**src/rtl/bf_pkg.sv**
```systemverilog
// bf_pkg: shared state encodings and default datapath widths for the beamformer.
// Rev 1.0
`default_nettype none

package bf_pkg;

  localparam int COORD_W_DEF = 16;
  localparam int OUT_W_DEF   = 18;

  typedef enum logic [2:0] {
    ST_IDLE  = 3'd0,
    ST_ISSUE = 3'd1,
    ST_WAIT  = 3'd2,
    ST_EMIT  = 3'd3,
    ST_DONE  = 3'd4
  } state_t;

endpackage

`default_nettype wire

```
**src/rtl/bf_coord_gen.sv**
```systemverilog
// bf_coord_gen: line/depth index counters and incremental focal coordinate accumulators.
// Rev 1.0
`default_nettype none

module bf_coord_gen
  import bf_pkg::*;
#(
  parameter int COORD_W = COORD_W_DEF,
  parameter int NUM_X   = 8,
  parameter int NUM_Z   = 32,
  parameter int X_START = 0,
  parameter int X_STEP  = 4,
  parameter int Z_START = 0,
  parameter int Z_STEP  = 16,
  localparam int XW = (NUM_X > 1) ? $clog2(NUM_X) : 1,
  localparam int ZW = (NUM_Z > 1) ? $clog2(NUM_Z) : 1
) (
  input  logic               clk,
  input  logic               reset,
  input  logic               load,
  input  logic               advance,
  output logic [XW-1:0]      x_idx,
  output logic [ZW-1:0]      z_idx,
  output logic [COORD_W-1:0] x_f,
  output logic [COORD_W-1:0] z_f,
  output logic               last
);

  localparam logic [XW-1:0]      X_LAST = XW'(NUM_X - 1);
  localparam logic [ZW-1:0]      Z_LAST = ZW'(NUM_Z - 1);
  localparam logic [COORD_W-1:0] X0     = COORD_W'(X_START);
  localparam logic [COORD_W-1:0] Z0     = COORD_W'(Z_START);
  localparam logic [COORD_W-1:0] XS     = COORD_W'(X_STEP);
  localparam logic [COORD_W-1:0] ZS     = COORD_W'(Z_STEP);

  always_ff @(posedge clk or negedge reset) begin
    if (!reset) begin
      x_idx <= '0;
      z_idx <= '0;
      x_f   <= X0;
      z_f   <= Z0;
    end else if (load) begin
      x_idx <= '0;
      z_idx <= '0;
      x_f   <= X0;
      z_f   <= Z0;
    end else if (advance) begin
      // Depth runs fastest; a depth wrap steps to the next line.
      if (z_idx == Z_LAST) begin
        z_idx <= '0;
        z_f   <= Z0;
        x_idx <= x_idx + XW'(1);
        x_f   <= x_f + XS;
      end else begin
        z_idx <= z_idx + ZW'(1);
        z_f   <= z_f + ZS;
      end
    end
  end

  assign last = (x_idx == X_LAST) && (z_idx == Z_LAST);

endmodule

`default_nettype wire

```
**src/rtl/bf_scan_ctrl.sv**
```systemverilog
// bf_scan_ctrl: frame scan sequencer feeding focal points to the beamformer core.
// Rev 1.0
`default_nettype none

module bf_scan_ctrl
  import bf_pkg::*;
#(
  parameter int COORD_W = COORD_W_DEF,
  parameter int OUT_W   = OUT_W_DEF,
  parameter int NUM_X   = 8,
  parameter int NUM_Z   = 32,
  parameter int X_START = 0,
  parameter int X_STEP  = 4,
  parameter int Z_START = 0,
  parameter int Z_STEP  = 16,
  parameter int TIMEOUT = 255,
  localparam int XW = (NUM_X > 1) ? $clog2(NUM_X) : 1,
  localparam int ZW = (NUM_Z > 1) ? $clog2(NUM_Z) : 1
) (
  input  logic               clk,
  input  logic               reset,
  input  logic               scan_start,
  input  logic               scan_abort,
  output logic               bf_start,
  output logic [COORD_W-1:0] bf_x_f,
  output logic [COORD_W-1:0] bf_z_f,
  input  logic               bf_valid,
  input  logic [OUT_W-1:0]   bf_data,
  output logic               out_valid,
  input  logic               out_ready,
  output logic [OUT_W-1:0]   out_data,
  output logic [XW-1:0]      out_x_idx,
  output logic [ZW-1:0]      out_z_idx,
  output logic               out_last,
  output logic               busy,
  output logic               done,
  output logic               timeout_err,
  output logic [2:0]         state
);

  localparam int            TW     = (TIMEOUT > 1) ? $clog2(TIMEOUT) : 1;
  localparam logic [TW-1:0] T_LAST = TW'(TIMEOUT - 1);

  state_t        st;
  logic [TW-1:0] tcnt;
  logic [XW-1:0] x_idx;
  logic [ZW-1:0] z_idx;
  logic          last;
  logic          load;
  logic          advance;

  assign load    = (st == ST_IDLE) && scan_start;
  assign advance = (st == ST_EMIT) && out_ready && !scan_abort && !last;

  bf_coord_gen #(
    .COORD_W (COORD_W),
    .NUM_X   (NUM_X),
    .NUM_Z   (NUM_Z),
    .X_START (X_START),
    .X_STEP  (X_STEP),
    .Z_START (Z_START),
    .Z_STEP  (Z_STEP)
  ) u_coord (
    .clk     (clk),
    .reset   (reset),
    .load    (load),
    .advance (advance),
    .x_idx   (x_idx),
    .z_idx   (z_idx),
    .x_f     (bf_x_f),
    .z_f     (bf_z_f),
    .last    (last)
  );

  always_ff @(posedge clk or negedge reset) begin
    if (!reset) begin
      st          <= ST_IDLE;
      tcnt        <= '0;
      bf_start    <= 1'b0;
      out_valid   <= 1'b0;
      out_data    <= '0;
      out_x_idx   <= '0;
      out_z_idx   <= '0;
      out_last    <= 1'b0;
      done        <= 1'b0;
      timeout_err <= 1'b0;
    end else if (scan_abort && (st != ST_IDLE)) begin
      // Abort drops everything in flight but keeps the sticky error visible.
      st        <= ST_IDLE;
      bf_start  <= 1'b0;
      out_valid <= 1'b0;
      done      <= 1'b0;
    end else begin
      case (st)
        ST_IDLE: begin
          if (scan_start) begin
            timeout_err <= 1'b0;
            bf_start    <= 1'b1;
            st          <= ST_ISSUE;
          end
        end
        ST_ISSUE: begin
          bf_start <= 1'b0;
          tcnt     <= '0;
          st       <= ST_WAIT;
        end
        ST_WAIT: begin
          if (bf_valid) begin
            out_data  <= bf_data;
            out_x_idx <= x_idx;
            out_z_idx <= z_idx;
            out_last  <= last;
            out_valid <= 1'b1;
            st        <= ST_EMIT;
          end else if (tcnt == T_LAST) begin
            timeout_err <= 1'b1;
            done        <= 1'b1;
            st          <= ST_DONE;
          end else begin
            tcnt <= tcnt + TW'(1);
          end
        end
        ST_EMIT: begin
          if (out_ready) begin
            out_valid <= 1'b0;
            if (out_last) begin
              done <= 1'b1;
              st   <= ST_DONE;
            end else begin
              bf_start <= 1'b1;
              st       <= ST_ISSUE;
            end
          end
        end
        ST_DONE: begin
          done <= 1'b0;
          st   <= ST_IDLE;
        end
        default: st <= ST_IDLE;
      endcase
    end
  end

  assign busy  = (st != ST_IDLE);
  assign state = st;

endmodule

`default_nettype wire

```
**config.mk**
```make
export PLATFORM = sky130hd
export DESIGN_NAME = bf_scan_ctrl
export DESIGN_NICKNAME = d
export VERILOG_FILES = /design/src/rtl/bf_pkg.sv /design/src/rtl/bf_coord_gen.sv /design/src/rtl/bf_scan_ctrl.sv
export SDC_FILE = /design/constraint.sdc
export NUM_CORES = 1
export LEC_CHECK = 0
export ABC_AREA = 1
export BUFFER_PORTS_ARGS = -buffer_cell sky130_fd_sc_hd__buf_2
export CORE_MARGIN = 2
export CORE_UTILIZATION = 45
export DETAILED_ROUTE_END_ITERATION = 10
export PLACE_DENSITY = 0.76
export RECOVER_POWER = 25
export SLEW_MARGIN = 20
export SYNTH_ARGS = -nofsm -noshare
export SYNTH_HDL_FRONTEND = slang
export SYNTH_SLANG_ARGS = --single-unit
```
**constraint.sdc**
```tcl
create_clock -name clk -period 2.16 [get_ports clk]
set_input_delay 0.54 -clock clk [delete_from_list [all_inputs] [get_ports clk]]
set_output_delay 0.54 -clock clk [all_outputs]
set_load 0.005 [all_outputs]
```
# After elaboration in Yosys (flattened, before gate mapping)
# Cells that the tools add are included.
# totals
word_cells	103
ramBits	0
mem_count	0
ff_bits	82
mem_bits_ro	0
latch_bits	0
# op_classes
n_div	0
n_addsub	5
reduce_logical	25
n_bitwise	1
n_mul	0
magnitude_cmp	0
mux	39
n_shift	0
n_eq_ne	19
# ops
operator	n
16-bit 2-to-1 mux	6
3-bit 2-to-1 mux	9
16-bit by 3-bit adder with 16-bit output (second input constant)	1
16-bit by 5-bit adder with 16-bit output (second input constant)	1
8-bit 2-to-1 mux	2
8-bit case mux with 2 select lines	1
5-bit 2-to-1 mux	3
1-bit 2-to-1 mux	13
3-bit by 2-bit != test with 1-bit output (second input constant)	4
3-bit case mux with 4 select lines	1
5-bit AND reduction	2
3-bit != test (second input constant)	3
3-bit AND reduction	3
8-bit by 1-bit adder with 8-bit output (second input constant)	1
8-bit equality test (second input constant)	1
2-bit != test (second input constant)	4
4-bit AND reduction	2
2-bit nonzero test	4
4-bit nonzero test	2
3-bit by 2-bit equality test with 1-bit output (second input constant)	2
3-bit equality test (second input constant)	2
1-bit logical AND	6
1-bit case mux with 3 select lines	2
3-bit nonzero test	2
other kinds (10)	12

# Depth between registers and ports, before layout
# logic_depth
ltp_word	6
ltp_mapped	14
mapped_depth_nobuf	13

# By module
# From an unflattened synthesis, not the netlist that was laid out.
# unflattened
hier_cells	493
area_unflattened_um2	3910.0
# modules_own_cells
mod	area_each_um2	cells_per_inst	instances	seq_area_each_um2
bf_scan_ctrl	2038.2	257	1	1051.0
bf_coord_gen	1871.8	236	1	850.8

# Worst setup path before layout
# Ideal clock, no wire load.
# synth_timing
path_type	reg-to-reg
start	register u_coord.z_idx[0]
end	register u_coord.z_f[5]
setup_slack_ps	358
stages_incl_launch_ff	13
required_ps	2039
setup_time_ps	121
arrival_time_ps	1681
path_cell_list	dfrtp_1 -> ha_1 -> nand2_1 -> nor2_1 -> ha_1 -> nand2_1 -> inv_1 -> nor2_1 -> nand2_4 -> nand2_4 -> buf_8 -> inv_2 -> a22o_1
# synth_via
elab_chain_cells	5
elab_cells_between_ends	8
# synth_lines
item	line	source
start, declared	bf_coord_gen.sv:23	output logic [ZW-1:0] z_idx,
start signal, assigned	bf_coord_gen.sv:55	z_idx <= z_idx + ZW'(1);
5-bit equality test (*)	bf_coord_gen.sv:49, bf_coord_gen.sv:61	
1-bit logical AND	bf_coord_gen.sv:61	assign last = (x_idx == X_LAST) && (z_idx == Z_LAST);
1-bit logical NOT	bf_scan_ctrl.sv:53	assign advance = (st == ST_EMIT) && out_ready && !scan_abort && !last;
1-bit logical AND	bf_scan_ctrl.sv:53	
2-bit nonzero test (no line)	-	
end signal, assigned	bf_coord_gen.sv:56	z_f <= z_f + ZS;
end, declared	bf_coord_gen.sv:25	output logic [COORD_W-1:0] z_f,
# Every way passes the cells marked *; elsewhere a longest branch is shown, timed or not. The select of a mux whose other input is x is not followed.
# A chain may end at the register's enable or synchronous reset.

# Worst setup path after layout
# layout_timing
start	register u_coord.z_idx[1]
end	register u_coord.z_f[10]
# The elaborated chain is that of the path after synthesis.

==> qor.txt <==
Outcome: finished clean
HPWL after DPL: 6.628 mm
Final setup TNS: 0 ns
Cell Area, Placed: 4489 um^2
Total grt overflow: 0
Drt total wl: 9.165 mm
Final setup vio count: 0
Top-area cell type share of the netlist area: 0.4737
Maxcap violations: 0
Area Overhead vs Synth: 16.64%
Layout Nets: 627
First-pass DRT Iterations: 5
Clk pwr share: 0.200
Post-synth top area cell: dfrtp_1
Fmax: 499.9 MHz
H-tree lvl count: 3
Crit path required time: 2.39 ns
Worst setup path class: flip-flop to flip-flop
Internal: 0.002878 W
Total GRT Usage: 0.1980
Switching part of the total: 0.3920
Clock slew at reported path FFs: 0.08 ns
Final count of hold timing violations: 0
Yosys cell types: 33
Post-Synth Adder-Cell Area: 0.02493
Post-synth ARST share: 1.000
Sequential fraction of the synthesis area: 0.4737
PwrDens: 1011 nW/um^2
Initial antenna violation count: 0
DR iter-0 viols: 136
Clk Latency, worst-skew pair: 0.34 ns
ANT nets after route: 0
Core area: 8678 um^2
Post-route minimum period: 2.000 ns
Main combinational cell family by area after synthesis: simple AND/OR/NAND/NOR gates
Share of cells above drive strength 1: 0.2283
Ys flop type: dfrtp_1
TritonCTS clock tree: yes
Top-count cell post-synth: nand2_1
Crit Path Max Fanout: 14
Drt drc: 0
Final setup margin: 0.1597 ns
Initial Util: 0.4627
Post-layout util: 0.5396
CP Capture Point: u_coord.z_f[10]
Largest net degree at the start of global routing: 37
Xor and xnor area share after synthesis: 0.01963
Via count: 3602
Pleak: 2.497 nW
Synth Area in Simple Gates: 0.3166
Maximum VDD drop: 353.7 uV
Cell row count: 34
Synth Area in Compound Gates: 0.07884
Total CTS buffers: 9
Reg power frac: 0.445
Post-Layout Cell Count: 708
Critical Path AT: 2.23 ns
Final Cycle Share: 0.9260
EDFF count, synth: 0
Slew @ Worst Pin: 0.8904 ns
Via density: 5.088
Post-Syn Area: 4015 um^2
Placed cell count: 691
Number of I/O pins: 91
Crit end category: flip-flop
Die Span Y: 98.46 um
CP startpoint kind: flip-flop
Avg WL per Cell: 12.94 um
Ant diodes: 0
Net Sw Power: 0.001856 W
Post-synth top cells: 165 x nand2_1, 76 x dfrtp_1, 56 x nand3_1
Hold-fix buffers, CTS: 0
R2r startpoint: u_coord.z_idx[1]
Mean area per synthesized cell: 7.919 um^2
Seq cells post-synth: 76
Final max-slew violation count: 0
Number of setup buffers added after CTS: 0
Port Buffer Count: 84
Combinational group share of total power: 0.355
Cells after synthesis: 507
First-pass GRT wire length: 15.83 mm
Sink Count: 76
Critical Path Start: u_coord.z_idx[1]
Synth top area cells: dfrtp_1 47%, nand2_1 15%, nand3_1 7.0%
Hold WC Path Type: primary input to asynchronous set/reset pin
YS warnings: 0
Deepest clock path buffer count: 2
Clock Skew: 0.008344 ns
Layout Cell Area excl Fill: 4683 um^2
Die area: 9694 um^2
Slew HR: 0.4064
Reg2Reg Setup Slack: 0.16 ns
Vias in the first global route: 3455
Die width: 98.46 um
RePlAce Congestion: 0.8488
Root buffer cell: clkbuf_8
Reg2Reg Depth: 13
Portion of netlist area occupied by mux cells: 0.002493
Dpl ws: -0.008743 ns
R2r endpoint: u_coord.z_f[10]
power groups by stage:
stage	clock network (W)	logic (W)	registers, W
final	0.000945	0.00168	0.00211
after global routing	0.00104	0.00193	0.00217
after CTS	0.000984	0.00167	0.00211
after detailed placement	0	0.00165	0.00213
after global placement	0	0.00161	0.00211
after floorplan	0	0.00106	0.00212
cell type report:
cell class	count	area, um^2
fillers	827	3995
flip-flops and latches	76	1902
multi-input cells	371	1831
repair buffers	92	476.7
inverters	45	170.2
well taps	108	135.1
clock buffers	10	127.6
clock inverters	6	41.29
critical path: stages (launching register included):
cell and delay [ns]:
dfrtp_1 0.41, ha_1 0.23, nand2_1 0.09, nor2_1 0.05, ha_1 0.19, nand2_1 0.09, inv_1 0.05, nor2_2 0.13
nand2_4 0.10, nand2_8 0.14, buf_6 0.15, o21ai_0 0.11, nor2_1 0.10, nor2_1 0.05
cell usage in the layout, fill, tap and decap left out, types with 3 or more instances in the layout:
cell and count:
nand4_1 8, o21bai_1 3, a21oi_1 10, clkinvlp_4 3, ha_1 8, dfrtp_1 76, nand3_2 4, clkinv_2 3
nand2_2 4, clkbuf_1 3, buf_2 83, clkbuf_8 9, o21ai_0 17, conb_1 6, nor2_2 3, nand3_1 56
nand2_1 165, inv_2 7, xor2_1 9, inv_1 37, nor2_1 44, buf_4 5, o21ai_1 15, o21ai_2 5
cell families (layout without fill, tap and decap cells):
| logic type | after synthesis | in the layout |
|---|---|---|
| muxes | 1 | 1 |
| buffers and inverters | 66 | 153 |
| other | 1 | 6 |
| AOI/OAI and AO/OA | 55 | 55 |
| xor gates and xnor gates | 9 | 9 |
| DFF | 76 | 76 |
| and+or+nand+nor | 291 | 292 |
| adders and majority gates | 8 | 8 |
sequential cells by signal, indices dropped and copies added (netlist names):
name and flops:
out_valid 1, u_coord.z_idx 5, bf_start 1, timeout_err 1
out_last 1, state 3, out_z_idx 5, done 1
u_coord.x_f 14, u_coord.x_idx 3, out_data 18, out_x_idx 3
u_coord.z_f 12, tcnt 8
worst min path at each step:
stage,startpoint,end,cells past startpoint
floorplan,reset,bf_start,0
global placement,out_data[5],out_data[5],2
detailed placement,out_data[8],out_data[8],2
CTS,reset,tcnt[4],1
global route,reset,tcnt[3],1
finish,reset,tcnt[4],1
timing repair:
action                                  CTS  global route
pin swaps                                 0             1
endpoints found under the setup margin    2            10
cloned                                    0             1
resized for setup                         1             3
per-stage QoR:
stage	power (W)	hold slack, ns
finish	0.004734	0.3020
global route	0.005145	0.3530
CTS	0.004759	0.1326
detailed placement	0.003781	0.4544
global placement	0.003717	0.4485
floorplan	0.003184	0.2444
per-layer routing:
| metal | track usage | share of wire | vias up |
|---|---|---|---|
| met5 | 0 | 0 | - |
| met2 | 0.3307 | 0.49 | 100 |
| li1 | - | - | 1793 |
| met1 | 0.2639 | 0.45 | 1697 |
| met3 | 0.03475 | 0.050 | 12 |
| met4 | 0.06322 | 0.014 | 0 |
No activity file was read; power rests on OpenSTA's default activity.
